File: config.mk
export PLATFORM = sky130hd
export DESIGN_NAME = gshare_predictor_flat
export DESIGN_NICKNAME = d
export VERILOG_FILES = /design/src/rtl/bp_pkg.sv /design/src/rtl/gshare_predictor_if.sv /design/src/rtl/pht_array.sv /design/src/rtl/gshare_predictor.sv /design/src/flat_wrapper.sv
export SDC_FILE = /design/constraint.sdc
export NUM_CORES = 2
export LEC_CHECK = 0
export CAP_MARGIN = 10
export CORE_UTILIZATION = 28
export DETAILED_ROUTE_END_ITERATION = 10
export PLACE_DENSITY = 0.5
export SLEW_MARGIN = 20
export SYNTH_ARGS = -nofsm -noshare
export SYNTH_HDL_FRONTEND = slang
export SYNTH_SLANG_ARGS = --single-unit
File: constraint.sdc
create_clock -name clk -period 115.3 [get_ports clk]
set_input_delay 34.59 -clock clk [delete_from_list [all_inputs] [get_ports clk]]
set_output_delay 34.59 -clock clk [all_outputs]
set_load 0.05 [all_outputs]
File: src/rtl/bp_pkg.sv
// Shared types and helpers for the gshare direction predictor.
//   bp_state_e       : table-init / run state encoding
//   sat_inc/sat_dec  : saturating counter successor for a given counter width
//   ctr_init_default : weakly-not-taken counter value for a given width
package bp_pkg;

  typedef enum logic {
    BP_INIT = 1'b0,
    BP_RUN  = 1'b1
  } bp_state_e;

  // Largest value representable in w bits (w in 1..32).
  function automatic logic [31:0] ctr_max(input int unsigned w);
    return (w >= 32) ? 32'hffff_ffff : ((32'd1 << w) - 32'd1);
  endfunction

  function automatic logic [31:0] sat_inc(input logic [31:0] v, input int unsigned w);
    return (v >= ctr_max(w)) ? ctr_max(w) : (v + 32'd1);
  endfunction

  function automatic logic [31:0] sat_dec(input logic [31:0] v, input int unsigned w);
    return (v == 32'd0) ? 32'd0 : (v - 32'd1);
  endfunction

  // 2**(w-1)-1: the highest value whose MSB is still clear.
  function automatic int unsigned ctr_init_default(input int unsigned w);
    return int'((32'd1 << (w - 1)) - 32'd1);
  endfunction

endpackage

File: src/rtl/gshare_predictor_if.sv
// Lookup (IF side) and resolve/update (EX side) bundle of the gshare predictor.
//   master : the core pipeline; drives lookup_* and update_*, observes predictions
//   slave  : the predictor; returns pred_*, ready
interface gshare_predictor_if #(
  parameter int unsigned CTR_WIDTH = 2,
  parameter int unsigned GHR_WIDTH = 10
);

  logic                 lookup_valid;
  logic [31:0]          lookup_pc;
  logic                 pred_taken;
  logic [CTR_WIDTH-1:0] pred_state;
  logic [GHR_WIDTH-1:0] pred_ghr;
  logic                 ready;
  logic                 update_valid;
  logic [31:0]          update_pc;
  logic [GHR_WIDTH-1:0] update_ghr;
  logic [CTR_WIDTH-1:0] update_state;
  logic                 update_taken;
  logic                 mispredict;

  modport master (
    output lookup_valid, lookup_pc,
    output update_valid, update_pc, update_ghr, update_state, update_taken, mispredict,
    input  pred_taken, pred_state, pred_ghr, ready
  );

  modport slave (
    input  lookup_valid, lookup_pc,
    input  update_valid, update_pc, update_ghr, update_state, update_taken, mispredict,
    output pred_taken, pred_state, pred_ghr, ready
  );

endinterface

File: src/rtl/pht_array.sv
// Pattern history table storage: 2**S_INDEX counters of CTR_WIDTH bits.
//   clk     : write clock
//   wr_en   : write strobe, wr_data lands in wr_idx at the next edge
//   rd_idx  : asynchronous read address, rd_data returns the stored counter
// No reset: contents are established by the predictor's init sweep.
module pht_array #(
  parameter int unsigned S_INDEX   = 10,
  parameter int unsigned CTR_WIDTH = 2
) (
  input  logic                 clk,
  input  logic                 wr_en,
  input  logic [S_INDEX-1:0]   wr_idx,
  input  logic [CTR_WIDTH-1:0] wr_data,
  input  logic [S_INDEX-1:0]   rd_idx,
  output logic [CTR_WIDTH-1:0] rd_data
);

  localparam int unsigned DEPTH = 1 << S_INDEX;

  logic [CTR_WIDTH-1:0] mem [0:DEPTH-1];

  // Synchronous write port.
  always_ff @(posedge clk) begin
    if (wr_en) begin
      mem[wr_idx] <= wr_data;
    end
  end

  // Asynchronous read; a same-cycle write is not forwarded.
  assign rd_data = mem[rd_idx];

endmodule

File: src/rtl/gshare_predictor.sv
// gshare branch direction predictor: table of saturating counters indexed by
// PC[S_INDEX+1:2] XOR a speculative global history register.
//   clk, rst : clock and synchronous active-high reset
//   bp       : lookup/prediction and update/recovery bundle (slave side)
// After reset the table is swept to CTR_INIT over 2**S_INDEX cycles; ready
// rises once the sweep is done and predictions are forced not-taken before.
module gshare_predictor
  import bp_pkg::*;
#(
  parameter int unsigned S_INDEX   = 10,
  parameter int unsigned CTR_WIDTH = 2,
  parameter int unsigned GHR_WIDTH = 10,
  parameter int unsigned CTR_INIT  = ctr_init_default(CTR_WIDTH)
) (
  input logic               clk,
  input logic               rst,
  gshare_predictor_if.slave bp
);

  localparam logic [S_INDEX-1:0] LAST_IDX = '1;

  bp_state_e            state;
  bp_state_e            state_nxt;
  logic [S_INDEX-1:0]   init_idx;
  logic [S_INDEX-1:0]   init_idx_nxt;
  logic [GHR_WIDTH-1:0] ghr;
  logic [GHR_WIDTH-1:0] ghr_nxt;
  logic [S_INDEX-1:0]   lookup_idx;
  logic [S_INDEX-1:0]   update_idx;
  logic [S_INDEX-1:0]   wr_idx;
  logic [CTR_WIDTH-1:0] wr_ctr;
  logic [CTR_WIDTH-1:0] upd_ctr;
  logic [CTR_WIDTH-1:0] rd_ctr;
  logic                 wr_en;
  logic                 run;
  logic                 pred_taken;
  logic                 unused_pc_bits;

  assign run = (state == BP_RUN);

  // Index hashing: word-aligned PC bits XOR zero-extended history.
  assign lookup_idx = bp.lookup_pc[S_INDEX+1:2] ^ S_INDEX'(ghr);
  assign update_idx = bp.update_pc[S_INDEX+1:2] ^ S_INDEX'(bp.update_ghr);

  // Successor of the counter value carried down the pipe, not a table re-read.
  assign upd_ctr = bp.update_taken ? CTR_WIDTH'(sat_inc(32'(bp.update_state), CTR_WIDTH))
                                   : CTR_WIDTH'(sat_dec(32'(bp.update_state), CTR_WIDTH));

  // State and sweep-index registers.
  always_ff @(posedge clk) begin
    if (rst) begin
      state    <= BP_INIT;
      init_idx <= '0;
    end else begin
      state    <= state_nxt;
      init_idx <= init_idx_nxt;
    end
  end

  // Next state and table write port selection.
  always_comb begin
    state_nxt    = state;
    init_idx_nxt = init_idx;
    wr_en        = 1'b0;
    wr_idx       = update_idx;
    wr_ctr       = upd_ctr;
    unique case (state)
      BP_INIT: begin
        wr_en        = 1'b1;
        wr_idx       = init_idx;
        wr_ctr       = CTR_WIDTH'(CTR_INIT);
        init_idx_nxt = init_idx + S_INDEX'(1);
        if (init_idx == LAST_IDX) begin
          state_nxt = BP_RUN;
        end
      end
      BP_RUN: begin
        wr_en = bp.update_valid;
      end
      default: begin
        state_nxt = BP_INIT;
      end
    endcase
    // A write in the reset cycle is pointless: the sweep rewrites everything.
    if (rst) begin
      wr_en = 1'b0;
    end
  end

  // History update: mispredict recovery beats the speculative lookup shift.
  // The width cast drops the oldest bit, which also covers GHR_WIDTH == 1.
  always_comb begin
    ghr_nxt = ghr;
    if (run && bp.update_valid && bp.mispredict) begin
      ghr_nxt = GHR_WIDTH'({bp.update_ghr, bp.update_taken});
    end else if (run && bp.lookup_valid) begin
      ghr_nxt = GHR_WIDTH'({ghr, pred_taken});
    end
  end

  // Global history register.
  always_ff @(posedge clk) begin
    if (rst) begin
      ghr <= '0;
    end else begin
      ghr <= ghr_nxt;
    end
  end

  pht_array #(
    .S_INDEX   (S_INDEX),
    .CTR_WIDTH (CTR_WIDTH)
  ) u_pht (
    .clk     (clk),
    .wr_en   (wr_en),
    .wr_idx  (wr_idx),
    .wr_data (wr_ctr),
    .rd_idx  (lookup_idx),
    .rd_data (rd_ctr)
  );

  assign pred_taken    = run & rd_ctr[CTR_WIDTH-1];
  assign bp.pred_taken = pred_taken;
  assign bp.pred_state = rd_ctr;
  assign bp.pred_ghr   = ghr;
  assign bp.ready      = run;

  // PC bits outside the index field do not affect the prediction.
  assign unused_pc_bits = ^{bp.lookup_pc[31:S_INDEX+2], bp.lookup_pc[1:0],
                            bp.update_pc[31:S_INDEX+2], bp.update_pc[1:0]};

endmodule

File: src/flat_wrapper.sv
// flat-port wrapper written by rule: the top's interface ports become plain ports
module gshare_predictor_flat import bp_pkg::*;
#(
  parameter int unsigned S_INDEX   = 10,
  parameter int unsigned CTR_WIDTH = 2,
  parameter int unsigned GHR_WIDTH = 10,
  parameter int unsigned CTR_INIT  = ctr_init_default(CTR_WIDTH)
)
  (clk, rst, bp_lookup_valid, bp_lookup_pc, bp_update_valid, bp_update_pc, bp_update_ghr, bp_update_state, bp_update_taken, bp_mispredict, bp_pred_taken, bp_pred_state, bp_pred_ghr, bp_ready);
  gshare_predictor_if #(.CTR_WIDTH(CTR_WIDTH), .GHR_WIDTH(GHR_WIDTH)) bp_i ();
  input logic clk;
  input logic rst;
  input wire logic [$bits(bp_i.lookup_valid)-1:0] bp_lookup_valid;
  input wire logic [$bits(bp_i.lookup_pc)-1:0] bp_lookup_pc;
  input wire logic [$bits(bp_i.update_valid)-1:0] bp_update_valid;
  input wire logic [$bits(bp_i.update_pc)-1:0] bp_update_pc;
  input wire logic [$bits(bp_i.update_ghr)-1:0] bp_update_ghr;
  input wire logic [$bits(bp_i.update_state)-1:0] bp_update_state;
  input wire logic [$bits(bp_i.update_taken)-1:0] bp_update_taken;
  input wire logic [$bits(bp_i.mispredict)-1:0] bp_mispredict;
  output wire logic [$bits(bp_i.pred_taken)-1:0] bp_pred_taken;
  output wire logic [$bits(bp_i.pred_state)-1:0] bp_pred_state;
  output wire logic [$bits(bp_i.pred_ghr)-1:0] bp_pred_ghr;
  output wire logic [$bits(bp_i.ready)-1:0] bp_ready;
  assign bp_i.lookup_valid = bp_lookup_valid;
  assign bp_i.lookup_pc = bp_lookup_pc;
  assign bp_i.update_valid = bp_update_valid;
  assign bp_i.update_pc = bp_update_pc;
  assign bp_i.update_ghr = bp_update_ghr;
  assign bp_i.update_state = bp_update_state;
  assign bp_i.update_taken = bp_update_taken;
  assign bp_i.mispredict = bp_mispredict;
  assign bp_pred_taken = bp_i.pred_taken;
  assign bp_pred_state = bp_i.pred_state;
  assign bp_pred_ghr = bp_i.pred_ghr;
  assign bp_ready = bp_i.ready;
  gshare_predictor #(.S_INDEX(S_INDEX), .CTR_WIDTH(CTR_WIDTH), .GHR_WIDTH(GHR_WIDTH), .CTR_INIT(CTR_INIT)) u_core (.clk(clk), .rst(rst), .bp(bp_i));
endmodule
# After elaboration in Yosys (flattened, before gate mapping)

Memory sizes are Yosys's and may differ from the RTL's.
Index checks and enable logic that the tools add are counted.

Bits in writable memories: 2048
Output and inout port bits: 14
ROM bits: 0
Bits in registers: 21
Latch bits: 0
Memories: 1
Input bits: 82
Logic and storage cells: 31

Add/subtract/negate cells: 3
Bitwise logic cells: 4
Magnitude comparators: 1
Equal/unequal tests: 1
Mux-type cells: 13
Reduce and logical (&&, ||, !) cells: 5
Multiply operators: 0
Shifts and indexed selects: 0
Div/mod/pow operators: 0

Memory list:

| memory           | words | bits a word | read ports | clocked after memory_dff | write ports | line            | RTL |
|---|---|---|---|---|---|---|---|
| u_core.u_pht.mem | 1024  | 2           | 1          | 0                        | 1           | pht_array.sv:20 | `logic [CTR_WIDTH-1:0] mem [0:DEPTH-1];` |

Operators by type and width:

| kind                                                     | count |
|---|---|
| 2-to-1 mux 10 bit                                        | 3 |
| bitwise XOR 10 bit                                       | 2 |
| adder 10 x 1 -> 10 bit, second input constant            | 1 |
| equality test 10 bit, second input constant              | 1 |
| 2-to-1 mux 2 bit                                         | 4 |
| 2-to-1 mux 1 bit                                         | 5 |
| logical AND 1 bit                                        | 3 |
| adder 2 x 1 -> 2 bit, second input constant              | 1 |
| greater-or-equal comparator 2 bit, second input constant | 1 |
| logical NOT 2 bit                                        | 1 |
| one-hot mux 1 bit (2 select lines)                       | 1 |
| nonzero test 2 bit                                       | 1 |
| subtractor 2 x 1 -> 2 bit, second input constant         | 1 |
| AND 1 bit                                                | 1 |
| inverter 1 bit                                           | 1 |

# Logic depth before layout (Yosys ltp)

Word-level depth: 5
Depth in mapped cells: 14
Depth with buffers taken out: 9

# Hierarchy

From an unflattened synthesis, not the netlist that was laid out.

Cell total of the unflattened synthesis: 4953
Area total of the unflattened synthesis: 84961.5 um2

Modules (own cells, without submodules):

| module           | area an instance (um2) | cells each | instances |
|---|---|---|---|
| pht_array        | 83717.8                | 4791       | 1 |
| gshare_predictor | 1243.7                 | 162        | 1 |

# Least setup slack after synthesis

No wires, ideal clock.

Kind: input port to output port
Start point: input port bp_lookup_pc[3]
End point: output port bp_pred_taken
Arrival time: 38088 ps
Cell stages on the path: 13
Path slack: 42622 ps
Path through: xor2_1 > buf_4 > buf_4 > buf_4 > buf_2 > buf_2 > a32oi_1 > o22ai_1 > nor2_1 > o311ai_0 > a22oi_1 > a22oi_1 > and2_1

Longest elaborated chain between the ends: 3

Ends and longest elaborated chain:

| element                    | line                    | RTL |
|---|---|---|
| start, declared            | flat_wrapper.sv:14      | `input wire logic [$bits(bp_i.lookup_pc)-1:0] bp_lookup_pc;` |
| bitwise XOR 10 bit         | gshare_predictor.sv:42  | `assign lookup_idx = bp.lookup_pc[S_INDEX+1:2] ^ S_INDEX'(ghr);` |
| memory (1024 x 2 bit)      | n/a                     |  |
| named net bp_pred_state[1] | flat_wrapper.sv:22      | `output wire logic [$bits(bp_i.pred_state)-1:0] bp_pred_state;` |
| AND 1 bit                  | gshare_predictor.sv:122 | `assign pred_taken = run & rd_ctr[CTR_WIDTH-1];` |
| end, declared              | flat_wrapper.sv:21      | `output wire logic [$bits(bp_i.pred_taken)-1:0] bp_pred_taken;` |

The timed path passes the listed nets, and every way through them passes these cells.

# Final worst setup path

Start point: input port bp_lookup_pc[3]
End point: output port bp_pred_taken

Longest elaborated chain between the ends: 3

Ends and longest elaborated chain:

| element               | line |
|---|---|
| bitwise XOR 10 bit    | gshare_predictor.sv:42 |
| memory (1024 x 2 bit) | n/a |
| AND 1 bit             | gshare_predictor.sv:122 |

Every way passes these cells.

==> impl_metrics.toml <==
[status]
status = "finished, violations left"
violations = "DRC"

[pwr]
power_density_nw_per_um2 = 16.26
clkPwrFrac_pct = 43.9
power_switching_uw = 345.8
p_leak_uw = 0.02960
pwr-share-seq_pct = 51.7
pwr-share-comb_pct = 4.4
internal_power_uw = 1228
switching_share_pct = 21.98
peakVddDrop_v = 0.00001155

[routing]
wire_per_inst_um = 29.05
via_count = 45957
drtAntennaViolNets = 0
firstDrtPassIters = 9
routed_wl_um = 260000
drtIter0Drc = 5424
viasPerCell = 5.135
drc_errors = 2

[clocking]
clk_latency_ns = 0.89
h-tree-depth = 4
cts-root-buf = "clkbuf_16"
post_cts_buffers = 0
postCtsHoldBufs = 0
clock_sinks = 2069
ctsResizeCount = 0
numCtsBuffers = 218
clockBufferDepth = 3
clk_pin_slew_worst_paths_ns = 0.06
cts_tree = "built"

[placed_design]
gp_congestion = 0.8098
portBuffers = 51
dp_hpwl_um = 143400

[yosys]
syn_nets = 4835
synth_largest_area_cell = "edfxtp_1"
netlist_area_um2 = 84240
synth_top_area_share_pct = 73.00
ys_dominant_reg_cell = "edfxtp_1"
synth.distinct_cells = 56
seq_area_frac_synth_pct = 73.50
synthCells = 4752
synth_warnings = 0
synth_area_leaders = "edfxtp_1 73%, mux4_2 15%, nor2_1 5.0%"
syn_avg_cell_area_um2 = 17.73
synth-edff-count = 2048
ys_seq_elements = 2069
async_flop_share_pct = 0

[critical_path]
r2r-end = "u_core.bp.pred_ghr[0]$_SDFFE_PP0P_"
worstPathArrival_ns = 42.38
required_ns = 80.71
reg2reg_slack_ns = 108.20
reg2reg_depth = 14
worstSetupEndpointType = "output port"
criticalPathCategory = "input pin to output port"
crit_path_start_kind = "input pin"
path_max_fanout = 45
timing.rr.start = "u_core.bp.pred_ghr[1]$_SDFFE_PP0P_"

[grt]
grt_start_max_net_pins = 233
antenna_found_initial = 7
grt_pass1_vias = 47093
grtUsageTotal_pct = 17.06
grtUsageMet2_pct = 28.10
use_met1_pct = 22.99
top_usage_layer = "met2"
grt_overflow_total = 0
grt_pass1_wl_um = 365900
use_met3_pct = 2.490

[layout]
drive_gt1_share_pct = 21.91
final_util_pct = 32.31
syn_to_final_growth_pct = 14.90
fillCellCount = 28704
finalNetCount = 4880

[die]
io_pins = 96
rows = 201
start_util_pct = 28.13
coreArea_um2 = 299500
floorplan.die_area_um2 = 303100
die_height_um = 550.5
die_x_um = 550.5

[sta]
slew_violations = 0
slew_headroom_pct = 14.34
grt_setup_unrepaired = "false"
hold_viol = 0
worst_pin_slew_ns = 1.273
finalCriticalPeriod_ns = 76.97
finalSetupViolations = 0
fin_crit_sh_pct = 66.76
finalClockSkew_ns = 0.03224
fin_tns_setup_ns = 0
fmax_mhz = 12.99

[worst_hold_path]
hold_end = "u_core.bp.ready$_SDFF_PP0_"
min_path_cells = 2
hold_start = "u_core.init_idx[9]$_SDFFE_PP0N_"
hp-class = "flip-flop to flip-flop"

[flow_run]
timing.max_cap.violations = 0
## per-stage QoR
step	setup WS (ns)	cells	area, µm²	power (µW)	hold slack [ns]
after floorplan	42.62	4752	84240	870.5	0.4693
after global placement	38.24	8533	89710	899.6	0.4921
after detailed placement	38.33	8533	89740	899.5	0.4982
after CTS	38.30	8944	96720	1586	0.5079
after global routing	38.05	8947	96790	1616	0.5483
final	38.33	8949	96790	1574	0.5032
## worst max-delay path by stage
stage,start,endpoint,cells past startpoint
after CTS,bp_lookup_pc[3],bp_pred_taken,16
after detailed placement,bp_lookup_pc[3],bp_pred_taken,16
final,bp_lookup_pc[3],bp_pred_taken,15
after floorplan,bp_lookup_pc[3],bp_pred_taken,13
after global placement,bp_lookup_pc[3],bp_pred_taken,16
after global routing,bp_lookup_pc[3],bp_pred_taken,16
## registers in the layout, summed over array words and instances, names as in the netlist
name and count:
u_core.u_pht.mem 2048, u_core.bp.pred_ghr 10, u_core.init_idx 10, u_core.bp.ready 1
## cell families (layout without fill, tap and decap cells)
kind of cell / count (synthesis) / count (layout) / synth area share [%]
AO/OA/AOI/OAI: 217 / 217 / 1.803
XOR/XNOR: 35 / 35 / 0.3728
adder cells (fa/ha/maj): 1 / 1 / 0.01485
buffers and inverters: 370 / 606 / 1.999
flip-flops: 2069 / 2069 / 73.50
multiplexers: 596 / 596 / 15.53
other: 0 / 3 / 0
AND/OR/NAND/NOR: 1464 / 1464 / 6.774
## final cells by class
cell class                 instances  area (µm²)  area share (%)
sequential                      2069       61920           63.97
timing repair buffer             189        1720           1.777
antenna                            3       7.507        0.007756
multi-input combinational       2313       21180           21.89
clock inverter                   150        1348           1.392
clock buffer                     261        5638           5.825
tap                             3958        4952           5.116
inverter                           6       22.52         0.02327
## cells in the mapped netlist (4+ instances only)
| library cell | n |
|---|---|
| edfxtp_1 | 2048 |
| nor2_1 | 1120 |
| mux4_2 | 569 |
| nand2_1 | 225 |
| clkbuf_1 | 176 |
| buf_2 | 71 |
| buf_1 | 68 |
| nand3_1 | 51 |
| a22oi_1 | 50 |
| a21oi_1 | 47 |
| buf_4 | 43 |
| mux2i_1 | 26 |
| nor3_1 | 24 |
| dfxtp_1 | 21 |
| xnor2_1 | 20 |
| o21ai_0 | 17 |
| xor2_1 | 14 |
| a221oi_1 | 13 |
| a311oi_1 | 13 |
| nand4_1 | 13 |
| nor4_1 | 13 |
| o22ai_1 | 13 |
| a31oi_1 | 9 |
| a22o_1 | 8 |
| a21o_1 | 7 |
| buf_6 | 6 |
| inv_1 | 6 |
| o211ai_1 | 6 |
| a2111oi_0 | 4 |
| a211oi_1 | 4 |
| o2111ai_1 | 4 |
| o311ai_0 | 4 |
## worst max-delay path, cell delays in order
cell and delay, ns:
clkdlybuf4s50_1 0.62, xor2_4 0.22, buf_4 0.55, buf_4 0.71, buf_4 0.70, buf_4 0.58
buf_4 0.53, nand2_1 0.13, nand4_1 0.16, o311ai_0 0.14, nor4_1 0.99, a22oi_1 0.58
a22oi_1 0.70, and2_1 0.21, clkdlybuf4s50_1 0.80
## power by group through the flow
stage | sequential (µW) | combinational [µW] | clock [µW]
after floorplan | 830 | 40.7 | 0
after global placement | 830 | 69.8 | 0
final | 814 | 69.2 | 691
after CTS | 814 | 69.8 | 703
after global routing | 813 | 71.6 | 730
after detailed placement | 830 | 69.7 | 0
## routing by layer
metal	share of wire, %	routed length (µm)	up-vias
met1	42	109100	24979
li1	-	-	18808
met4	3.3	8706	0
met2	48	125700	1822
met5	0	0	-
met3	6.3	16490	348
## layout by cell type (no fill, tap or decap), drive strengths merged, types with 11 or more instances in the layout
master,instances
a21oi,47
a221oi,13
a22oi,50
a311oi,13
buf,137
bufinv,17
clkbuf,262
clkdlybuf4s50,51
clkinv,120
dfxtp,21
edfxtp,2048
inv,11
mux2i,26
mux4,569
nand2,225
nand3,51
nand4,13
nor2,1120
nor3,24
nor4,13
o21ai,19
o22ai,13
xnor2,21
xor2,14
(Power assumes the default switching activity.)
